--- config.mk ---
export PLATFORM = sky130hd
export DESIGN_NAME = mem_access_ctrl
export DESIGN_NICKNAME = d
export VERILOG_FILES = /design/src/rtl/mem_access_ctrl.sv
export SDC_FILE = /design/constraint.sdc
export NUM_CORES = 1
export LEC_CHECK = 0
export CAP_MARGIN = 20
export CORE_MARGIN = 4
export CORE_UTILIZATION = 43
export CTS_CLUSTER_DIAMETER = 80
export DETAILED_ROUTE_END_ITERATION = 10
export HOLD_SLACK_MARGIN = 0.1
export PLACE_DENSITY = 0.81
export RECOVER_POWER = 25
export REMOVE_ABC_BUFFERS = 1
export SYNTH_ARGS = -nofsm -noshare
export SYNTH_HDL_FRONTEND = slang
export SYNTH_SLANG_ARGS = --single-unit
export TNS_END_PERCENT = 1
--- constraint.sdc ---
create_clock -name CLK -period 2.5 [get_ports CLK]
set_clock_uncertainty 0.2 [all_clocks]
set_input_delay 0.5 -clock CLK [delete_from_list [all_inputs] [get_ports CLK]]
set_output_delay 0.5 -clock CLK [all_outputs]
set_load 0.03 [all_outputs]
--- src/rtl/mem_access_ctrl.sv ---
// Request/response sequencer in front of the 32x32 memory: turns a valid/ready request stream into
// single-cycle memory strobes and returns read data on a valid/ready channel. Optional: MEM_RD_TIMEOUT_EN.
module mem_access_ctrl #(
    parameter int DATA_W     = 32,
    parameter int ADDR_W     = 5,
    parameter int CNT_W      = 16,
    parameter int RD_TIMEOUT = 8
) (
    input  logic              CLK,
    input  logic              Rst_n,
    input  logic              Req_Valid,
    output logic              Req_Ready,
    input  logic              Req_Write,
    input  logic [ADDR_W-1:0] Req_Addr,
    input  logic [DATA_W-1:0] Req_Data,
    output logic              Rsp_Valid,
    input  logic              Rsp_Ready,
    output logic [DATA_W-1:0] Rsp_Data,
    output logic              Rsp_Err,
    output logic              Mem_Wr_En,
    output logic              Mem_Rd_En,
    output logic [ADDR_W-1:0] Mem_Address,
    output logic [DATA_W-1:0] Mem_Data_in,
    input  logic [DATA_W-1:0] Mem_Data_out,
    input  logic              Mem_Valid_out,
    output logic [CNT_W-1:0]  Wr_Count,
    output logic [CNT_W-1:0]  Rd_Count
);

    localparam logic [2:0] S_IDLE = 3'd0;
    localparam logic [2:0] S_WR   = 3'd1;
    localparam logic [2:0] S_RD   = 3'd2;
    localparam logic [2:0] S_WAIT = 3'd3;
    localparam logic [2:0] S_RSP  = 3'd4;

    localparam logic [CNT_W-1:0] CNT_ONE = CNT_W'(1);
    localparam logic [CNT_W-1:0] CNT_MAX = '1;

    if (RD_TIMEOUT < 1) begin : g_bad_rd_timeout
        $error("RD_TIMEOUT must be at least 1");
    end

    logic [2:0]        state_q, state_d;
    logic              init_done_q;
    logic              wr_en_q, wr_en_d;
    logic              rd_en_q, rd_en_d;
    logic [ADDR_W-1:0] addr_q, addr_d;
    logic [DATA_W-1:0] wdata_q, wdata_d;
    logic              rsp_valid_q, rsp_valid_d;
    logic [DATA_W-1:0] rsp_data_q, rsp_data_d;
    logic [CNT_W-1:0]  wr_cnt_q, wr_cnt_d;
    logic [CNT_W-1:0]  rd_cnt_q, rd_cnt_d;
    logic              accept;

`ifdef MEM_RD_TIMEOUT_EN
    localparam int WCNT_W = $clog2(RD_TIMEOUT + 1);
    logic [WCNT_W-1:0] wait_cnt_q, wait_cnt_d;
    logic              rsp_err_q, rsp_err_d;
`endif

    // Requests are only taken in IDLE, and never in the first cycle out of reset.
    assign Req_Ready = (state_q == S_IDLE) && init_done_q;
    assign accept    = Req_Valid && Req_Ready;

    always_comb begin
        state_d     = state_q;
        wr_en_d     = 1'b0;
        rd_en_d     = 1'b0;
        addr_d      = addr_q;
        wdata_d     = wdata_q;
        rsp_valid_d = rsp_valid_q;
        rsp_data_d  = rsp_data_q;
        wr_cnt_d    = wr_cnt_q;
        rd_cnt_d    = rd_cnt_q;
`ifdef MEM_RD_TIMEOUT_EN
        wait_cnt_d  = wait_cnt_q;
        rsp_err_d   = rsp_err_q;
`endif
        case (state_q)
            S_IDLE: begin
                if (accept) begin
                    addr_d = Req_Addr;
                    if (Req_Write) begin
                        wdata_d = Req_Data;
                        wr_en_d = 1'b1;
                        state_d = S_WR;
                    end else begin
                        rd_en_d = 1'b1;
                        state_d = S_RD;
                    end
                end
            end
            S_WR: begin
                wr_cnt_d = (wr_cnt_q == CNT_MAX) ? wr_cnt_q : wr_cnt_q + CNT_ONE;
                state_d  = S_IDLE;
            end
            S_RD: begin
                state_d = S_WAIT;
`ifdef MEM_RD_TIMEOUT_EN
                wait_cnt_d = '0;
`endif
            end
            S_WAIT: begin
                if (Mem_Valid_out) begin
                    rsp_data_d  = Mem_Data_out;
                    rsp_valid_d = 1'b1;
                    state_d     = S_RSP;
`ifdef MEM_RD_TIMEOUT_EN
                    rsp_err_d   = 1'b0;
                // Memory never answered: return an errored, zero-data response instead of hanging.
                end else if (wait_cnt_q == WCNT_W'(RD_TIMEOUT - 1)) begin
                    rsp_data_d  = '0;
                    rsp_valid_d = 1'b1;
                    rsp_err_d   = 1'b1;
                    state_d     = S_RSP;
                end else begin
                    wait_cnt_d = wait_cnt_q + WCNT_W'(1);
`endif
                end
            end
            S_RSP: begin
                if (Rsp_Ready) begin
                    rsp_valid_d = 1'b0;
                    rd_cnt_d    = (rd_cnt_q == CNT_MAX) ? rd_cnt_q : rd_cnt_q + CNT_ONE;
                    state_d     = S_IDLE;
                end
            end
            default: state_d = S_IDLE;
        endcase
    end

    always_ff @(posedge CLK or negedge Rst_n) begin
        if (!Rst_n) begin
            state_q     <= S_IDLE;
            init_done_q <= 1'b0;
            wr_en_q     <= 1'b0;
            rd_en_q     <= 1'b0;
            addr_q      <= '0;
            wdata_q     <= '0;
            rsp_valid_q <= 1'b0;
            rsp_data_q  <= '0;
            wr_cnt_q    <= '0;
            rd_cnt_q    <= '0;
        end else begin
            state_q     <= state_d;
            init_done_q <= 1'b1;
            wr_en_q     <= wr_en_d;
            rd_en_q     <= rd_en_d;
            addr_q      <= addr_d;
            wdata_q     <= wdata_d;
            rsp_valid_q <= rsp_valid_d;
            rsp_data_q  <= rsp_data_d;
            wr_cnt_q    <= wr_cnt_d;
            rd_cnt_q    <= rd_cnt_d;
        end
    end

`ifdef MEM_RD_TIMEOUT_EN
    always_ff @(posedge CLK or negedge Rst_n) begin
        if (!Rst_n) begin
            wait_cnt_q <= '0;
            rsp_err_q  <= 1'b0;
        end else begin
            wait_cnt_q <= wait_cnt_d;
            rsp_err_q  <= rsp_err_d;
        end
    end

    assign Rsp_Err = rsp_err_q;
`else
    assign Rsp_Err = 1'b0;
`endif

    assign Mem_Wr_En   = wr_en_q;
    assign Mem_Rd_En   = rd_en_q;
    assign Mem_Address = addr_q;
    assign Mem_Data_in = wdata_q;
    assign Rsp_Valid   = rsp_valid_q;
    assign Rsp_Data    = rsp_data_q;
    assign Wr_Count    = wr_cnt_q;
    assign Rd_Count    = rd_cnt_q;

endmodule
; Word level (Yosys, flattened, before mapping)
; Index checks and enable logic that the tools add are counted.
[totals]
register_bits = 108
input_bits = 75
wordCells = 48
[op_classes]
reduce_logical = 11
mux = 14
n_bitwise = 2
add_sub_neg = 2
n_eq_ne = 9
[ops]
columns = cell, count
row1 = 16-bit by 1-bit adder with 16-bit output (second input constant), 2
row2 = 16-bit == test (second input constant), 2
row3 = 3-bit case mux with 4 select lines, 1
row4 = 3-bit AND reduction, 4
row5 = 3-bit two-way mux, 3
row6 = 1-bit two-way mux, 8
row7 = 3-bit by 2-bit == test with 1-bit output (second input constant), 2
row8 = 2-bit inequality test (second input constant), 3
row9 = 2-bit AND reduction, 3
row10 = 3-bit by 1-bit == test with 1-bit output (second input constant), 1
row11 = 3-bit == test (second input constant), 1
row12 = 3-bit logical NOT, 1
row13 = 1-bit logical AND, 2
row14 = 2-bit two-way mux, 1
row15 = 1-bit inverter, 2
row16 = 1-bit case mux with 2 select lines, 1
row17 = 2-bit nonzero test, 1

; Longest topological paths before layout
[depth]
ltp_word = 5
depth_mapped = 6
ltp_nobuf = 5

; Least setup slack after synthesis
; No wires, ideal clock.
[synth_timing]
path_kind = flip-flop to flip-flop
startpoint = register state_q[2]
endpoint = register wdata_q[23] (netlist: Mem_Data_in[23])
slack_ns = -0.481
stages_incl_launch_ff = 5
arrival_ns = 2.657
synth_period_minus_slack_ns = 2.981
t_required_ns = 2.175
path_cell_list = dfrtp_1 nor4b_1 nand3_1 clkbuf_1 mux2_2
[synth_via]
elab_chain_len = 4
[synth_rtl]
columns = element, line_no
row1 = "start, declared", 43  ; logic [2:0] state_q, state_d;
row2 = "start signal, assigned", 145  ; state_q <= state_d;
row3 = 3-bit logical NOT, 62  ; assign Req_Ready = (state_q == S_IDLE) && init_done_q;
row4 = 1-bit logical AND, 62
row5 = named net Req_Ready, 12  ; output logic Req_Ready,
row6 = 1-bit logical AND, 63  ; assign accept = Req_Valid && Req_Ready;
row7 = 3-bit AND reduction (no source line), n/a
row8 = "end signal, assigned", 150  ; wdata_q <= wdata_d;
row9 = "end, declared", 48  ; logic [DATA_W-1:0] wdata_q, wdata_d;
; The timed path passes the listed nets, and every way through them passes these cells.
; A chain may end at the register's enable or synchronous reset.

; Final worst setup path
[layout_timing]
startpoint = register rd_cnt_q[8] (netlist: Rd_Count[8])
endpoint = output port Rd_Count[8]
[layout_lines]
columns = element, line_no
row1 = "start, declared", 52  ; logic [CNT_W-1:0] rd_cnt_q, rd_cnt_d;
row2 = "start signal, assigned", 154  ; rd_cnt_q <= rd_cnt_d;
row3 = "end, declared", 27  ; output logic [CNT_W-1:0] Rd_Count
; No word-level cell between the ends.

==> impl_metrics.json <==
{
  "slew_viol_final": 0,
  "required_ns": 1.80,
  "antennaDiodeCount": 0,
  "synth_edf_count": 0,
  "synth.largest_area_cell": "dfrtp_1",
  "grt_use_total_pct": 18.59,
  "setup_viol": 0,
  "finalCoreUtilization_pct": 67.02,
  "rsz0062_at_grt": "false",
  "synth_area_leaders": "dfrtp_1, mux2_2, xor2_1",
  "final.setup.worst_slack_ns": 0.2066,
  "globalplace.congestion": 0.8855,
  "die_area_sq_um": 11790,
  "grt_overflow_total": 0,
  "ys_seq_area_share_pct": 62.10,
  "min_period_over_period_pct": 91.74,
  "grt_max_degree": 54,
  "clk-insertion-delay-late_ns": 0.36,
  "syn_area_sq_um": 4352,
  "synth_ff_type": "dfrtp_1",
  "drtAntennaViolNets": 0,
  "die_w_um": 108.6,
  "p_total_mw": 7.594,
  "fmax_mhz": 436.0,
  "antenna_found_initial": 0,
  "synth.most_common_cell": "dfrtp_1",
  "path_clk_slew_ns": 0.10,
  "firstDrtPassIters": 4,
  "cts.sinks": 108,
  "power.leakage_nw": 2.851,
  "worstPathMaxFanout": 7,
  "routed_wirelength_um": 10720,
  "grt_pass1_wl_um": 16900,
  "cts_tree": "done",
  "path_delay_family": "buffers and inverters",
  "synth_top_area_share_pct": 62.10,
  "cts_setup_buffers": 0,
  "critPathBufInv": 1,
  "netlist_top_cells_count": "dfrtp_1, mux2_2, xor2_1",
  "place_area_sq_um": 6380,
  "hp-class": "reg -> reg",
  "hold_violations": 0,
  "arrival_ns": 1.59,
  "drtIter0Drc": 72,
  "synth_area_per_cell_sq_um": 13.99,
  "powerDensity_nw_per_um2": 1154,
  "hpwl_um": 8154,
  "die_y_um": 108.6,
  "outcome": "finished, final reports clean",
  "final_nets": 580,
  "boundaryPins": 181,
  "cts-root-buf": "clkbuf_8",
  "htreeDepth": 3,
  "dr_total_vias": 3243,
  "ys_warn_count": 0,
  "ys_types": 34,
  "max_stage_delay_ns": 0.74,
  "numPortBuffers": 179,
  "synthCells": 311,
  "synthArstFlopShare_pct": 100.0,
  "drive_gt1_share_pct": 20.47,
  "worstSetupEndpointType": "primary output",
  "ys_seq_elements": 108,
  "coreArea_sq_um": 9819,
  "fillers": 771,
  "dp.cells": 624,
  "period_needed_ns": 2.293,
  "place_ws_ns": 0.04828,
  "viasPerCell": 5.059,
  "grt_pass1_vias": 3351,
  "drc": 0,
  "critical_path.cell_chain": "clkdlybuf4s50_1",
  "stdcell_area_sq_um": 6581,
  "wl_per_cell_um": 16.72,
  "maxCapViolCount": 0,
  "instances_no_fill": 641,
  "peakVddDrop_mv": 0.7936,
  "synthToLayoutAreaGrowth_pct": 51.24,
  "start_util_pct": 44.32,
  "tightest_slew_ns": 0.8307,
  "num_rows": 36,
  "crit_type": "reg -> out",
  "slowest_stage": "clkdlybuf4s50_1",
  "clock_path_buffers": 2,
  "crit_path_start_kind": "register",
  "max-slew-margin-rel_pct": 44.62,
  "cts_buffers": 9
}
[kinds of logic (layout without fill, tap and decap cells)]
| group | after synthesis | in the layout | share of synthesized area [%] |
|---|---|---|---|
| simple gates | 80 | 80 | 10.70 |
| xor+xnor | 27 | 27 | 5.434 |
| mux | 71 | 71 | 18.37 |
| buf+inv | 11 | 208 | 1.093 |
| flops | 108 | 108 | 62.10 |
| fa+ha+maj | 2 | 2 | 0.5750 |
| compound gates | 10 | 10 | 1.553 |
| other cells | 2 | 2 | 0.1726 |
[worst min-delay path: stages (launching register included)]
cell	delay [ns]
dfrtp_1	0.36
nand2_1	0.06
nand2_1	0.06
[layout by cell type (no fill, tap or decap), types with 3 or more instances in the layout]
master and count:
clkdlybuf4s50_1 177, dfrtp_1 108, mux2_2 71, xor2_1 20, nand2_1 19, nand4_1 11, nor3_1 11, clkbuf_8 11
nand3_1 9, xnor2_1 7, nor4_1 6, and4_1 5, buf_4 5, nor2_1 4, o21ai_0 4, and3_1 3
clkbuf_2 3
[sequential cells by signal, summed over array words and instances (netlist names), 3 cells and up]
name / count
Mem_Data_in: 32
Mem_Address: 5
state_q: 3
Rd_Count: 16
Wr_Count: 16
Rsp_Data: 32
[path summary, 6_finish.rpt]
kind / start / end / slack, ns / cells after the start
max: Rd_Count[8]$_DFFE_PN0P_ / Rd_Count[8] / 0.21 / 1
min: Rsp_Valid$_DFFE_PN0P_ / Rsp_Valid$_DFFE_PN0P_ / 0.31 / 2
max reg2reg: state_q[2]$_DFFE_PN0P_ / Wr_Count[15]$_DFFE_PN0P_ / 0.24 / 5
min reg2reg: Rsp_Valid$_DFFE_PN0P_ / Rsp_Valid$_DFFE_PN0P_ / 0.31 / 2
max in group asynchronous: Rst_n / Rsp_Data[3]$_DFFE_PN0P_ / 0.52 / 3
min in group asynchronous: Rst_n / Rsp_Data[9]$_DFFE_PN0P_ / 0.55 / 2
[area by class of cell]
type	instances	area, sq um	area share [%]
Inverter	2	7.507	0.1141
Clock buffer	11	151.4	2.300
Clock inverter	5	58.81	0.8935
Timing Repair Buffer	190	1887	28.67
Multi-Input combinational cell	192	1608	24.43
Tap cell	133	166.4	2.529
Sequential cell	108	2703	41.06
[what timing repair did]
item,4_1_cts,5_1_grt
hold buffers,1,0
setup endpoints to repair,1,1
endpoints found under the hold margin,28,0
pin swaps,0,0
gates resized for setup,1,1
[per-layer routing]
layer | wire length (um) | track usage [%]
met5 | 0 | 0
met4 | 196 | 7.665
met3 | 952 | 6.687
met2 | 5608 | 31.20
met1 | 3959 | 21.58
[stage by stage]
stage | TNS, ns | hold slack, ns
3_5_place_dp | 0 | 0.2699
6_report | 0 | 0.3098
2_1_floorplan | -40.83 | 0.004409
5_1_grt | 0 | 0.3242
3_3_place_gp | 0 | 0.2634
4_1_cts | 0 | 0.3105
[where the power goes]
group          internal [mW]  switching [mW]  total, mW
Clock                  0.520           0.581       1.10
Combinational           1.72            1.99       3.72
Sequential              2.39           0.388       2.78
Total                   4.63            2.96       7.59
Power figures use the tool's default switching activity.
==> edit: new RTL, same settings <==
`CNT_W`: 16 -> 24.
--- a/src/rtl/mem_access_ctrl.sv
+++ b/src/rtl/mem_access_ctrl.sv
@@ -3,7 +3,7 @@
 module mem_access_ctrl #(
     parameter int DATA_W     = 32,
     parameter int ADDR_W     = 5,
-    parameter int CNT_W      = 16,
+    parameter int CNT_W      = 24,
     parameter int RD_TIMEOUT = 8
 ) (
     input  logic              CLK,
Ports: changed (resized Rd_Count and Wr_Count); port bits go from 181 to 197. No check against the original RTL was run, so the function may have changed too.
==> edit against the unedited design <==
Cell count increased by 27%. Setup slack lost 0.079 ns. Area after synthesis increased by 18%. Hold slack worse by 0.041 ns. Highest routed layer unchanged. Via count grew 26%. Cell area grew 20%. First-iteration DRC count rose by 97%. Largest cell class unchanged. Non-clock buffer count grew 14. Sequential power up 9.7%. Wire length up 26%. Sequential cell count is 16 higher. Total power grew 21%.
==> edit: results <==
[global_routing]
grt_use_met2_pct = 34.46
grt_antenna_before_repair = 0
grt_start_max_net_pins = 65
grt_pass1_wl_mm = 21.36
track_usage_pct = 20.13
grt_use_met3_pct = 7.815
grt_pass1_vias = 4286
use_met1_pct = 22.60

[clock_network]
postCtsSetupBuffers = 0
cts_buffers = 17
ctsResizeCount = 0
clock_latency_ns = 0.40
cts-hold-fix-buffers = 1
cts_root_buffer = "clkbuf_16"
htree_levels = 4
cts.path.max_buffers = 2
path_clk_slew_ns = 0.05

[synthesis]
synth_compound_area_share_pct = 3.024
synth_warnings = 0
async_flop_share_pct = 100.0
synthXorXnorAreaFrac_pct = 7.510
synthMuxAreaShare_pct = 8.120
synthFlopType = "dfrtp_1"
synthAdderAreaFrac_pct = 0.4877
synth.area.top_cells = "dfrtp_1 (60%), nand2_1 (8.8%), mux2_2 (8.1%)"
ys_seq_area_share_pct = 60.47
synth_common_cells = "dfrtp_1 (124), nand2_1 (120), mux2_2 (37), xnor2_1 (29), nand3_1 (21)"
ys_types = 42

[setup_path]
max_stage_delay_ns = 0.54
worstPathMaxFanout = 8
path_delay_family = "simple AND/OR/NAND/NOR gates"
cp_data_arrival_time_ns = 1.67
crit_path_top_delay_cell = "nor4b_1"

[place]
gp_congestion = 0.8313
port_buffers = 195
dp_hpwl_mm = 9.999
post-place-ws_ns = 0.1016
postPlaceCellArea_mm2 = 0.007287

[drt]
wl_mm = 13.49
dr.pass1.iters = 4
drt_iter0_drc = 142
viasPerCell = 5.044

[min_path]
hp-class = "reg -> reg"

[status]
outcome = "complete, no violations"

[power]
p_clk_w = 0.00255
cellInternalPower_w = 0.005949
power.leakage_nw = 3.482
powerSeq_w = 0.00305
vdd_ir_drop_max_v = 0.0006789
total_power_w = 0.009197

[layout]
drive_gt1_share_pct = 12.24
diodes = 0
nNetsFinal = 734

[timing]
worst_pin_slew_ns = 1.321
## edit: cell count changes after synthesis, moves of 5 or more
cell	delta
nand2_1	+101
mux2_2	-34
xnor2_1	+22
dfrtp_1	+16
nand3_1	+12
and4_1	+5
nor2_1	+5
xor2_1	-5
## edit: metal layers
layer	part of all wire, %	vias up
met3	7.8	20
li1	-	1942
met1	39	2004
met4	2.2	0
met2	51	135
met5	0	-
## edit: cell families after synthesis
kind of cell | Yosys count
AND/OR/NAND/NOR | 203
flip-flops | 124
XOR/XNOR | 44
multiplexers | 37
AO/OA/AOI/OAI | 17
buffers and inverters | 17
adder cells (fa/ha/maj) | 2
other | 2
## edit: layout make-up
cell class              instances  area [um^2]
clock buffers                  27        523.0
clock inverters                 5        102.6
fillers                       873         3674
inverters                       5        18.77
multi-input cells             305         1954
flip-flops and latches        124         3103
well taps                     143        178.9
repair buffers                204         2011
## edit: final timing paths
| kind | start | end | slack (ns) | depth (start not counted) |
|---|---|---|---|---|
| max reg2reg | Wr_Count[0] | Wr_Count[15] | 0.21 | 6 |
| min reg2reg | Mem_Data_in[11] | Mem_Data_in[11] | 0.27 | 2 |
| min | Mem_Data_in[11] | Mem_Data_in[11] | 0.27 | 2 |
| min in group asynchronous | Rst_n | Wr_Count[14] | 0.67 | 3 |
| max | state_q[2] | Req_Ready | 0.13 | 2 |
| max in group asynchronous | Rst_n | Rd_Count[10] | 0.45 | 3 |
## edit: metrics by stage
step | hold WS, ns | util [%] | TNS (ns) | cells
final | 0.2691 | 68.24 | 0 | 813
after global routing | 0.2975 | 68.24 | 0 | 813
after CTS | 0.2744 | 68.51 | 0 | 813
after detailed placement | 0.2616 | 63.01 | 0 | 780
after global placement | 0.2564 | 63.01 | 0 | 780
after floorplan | 0.004409 | - | -41.05 | 434
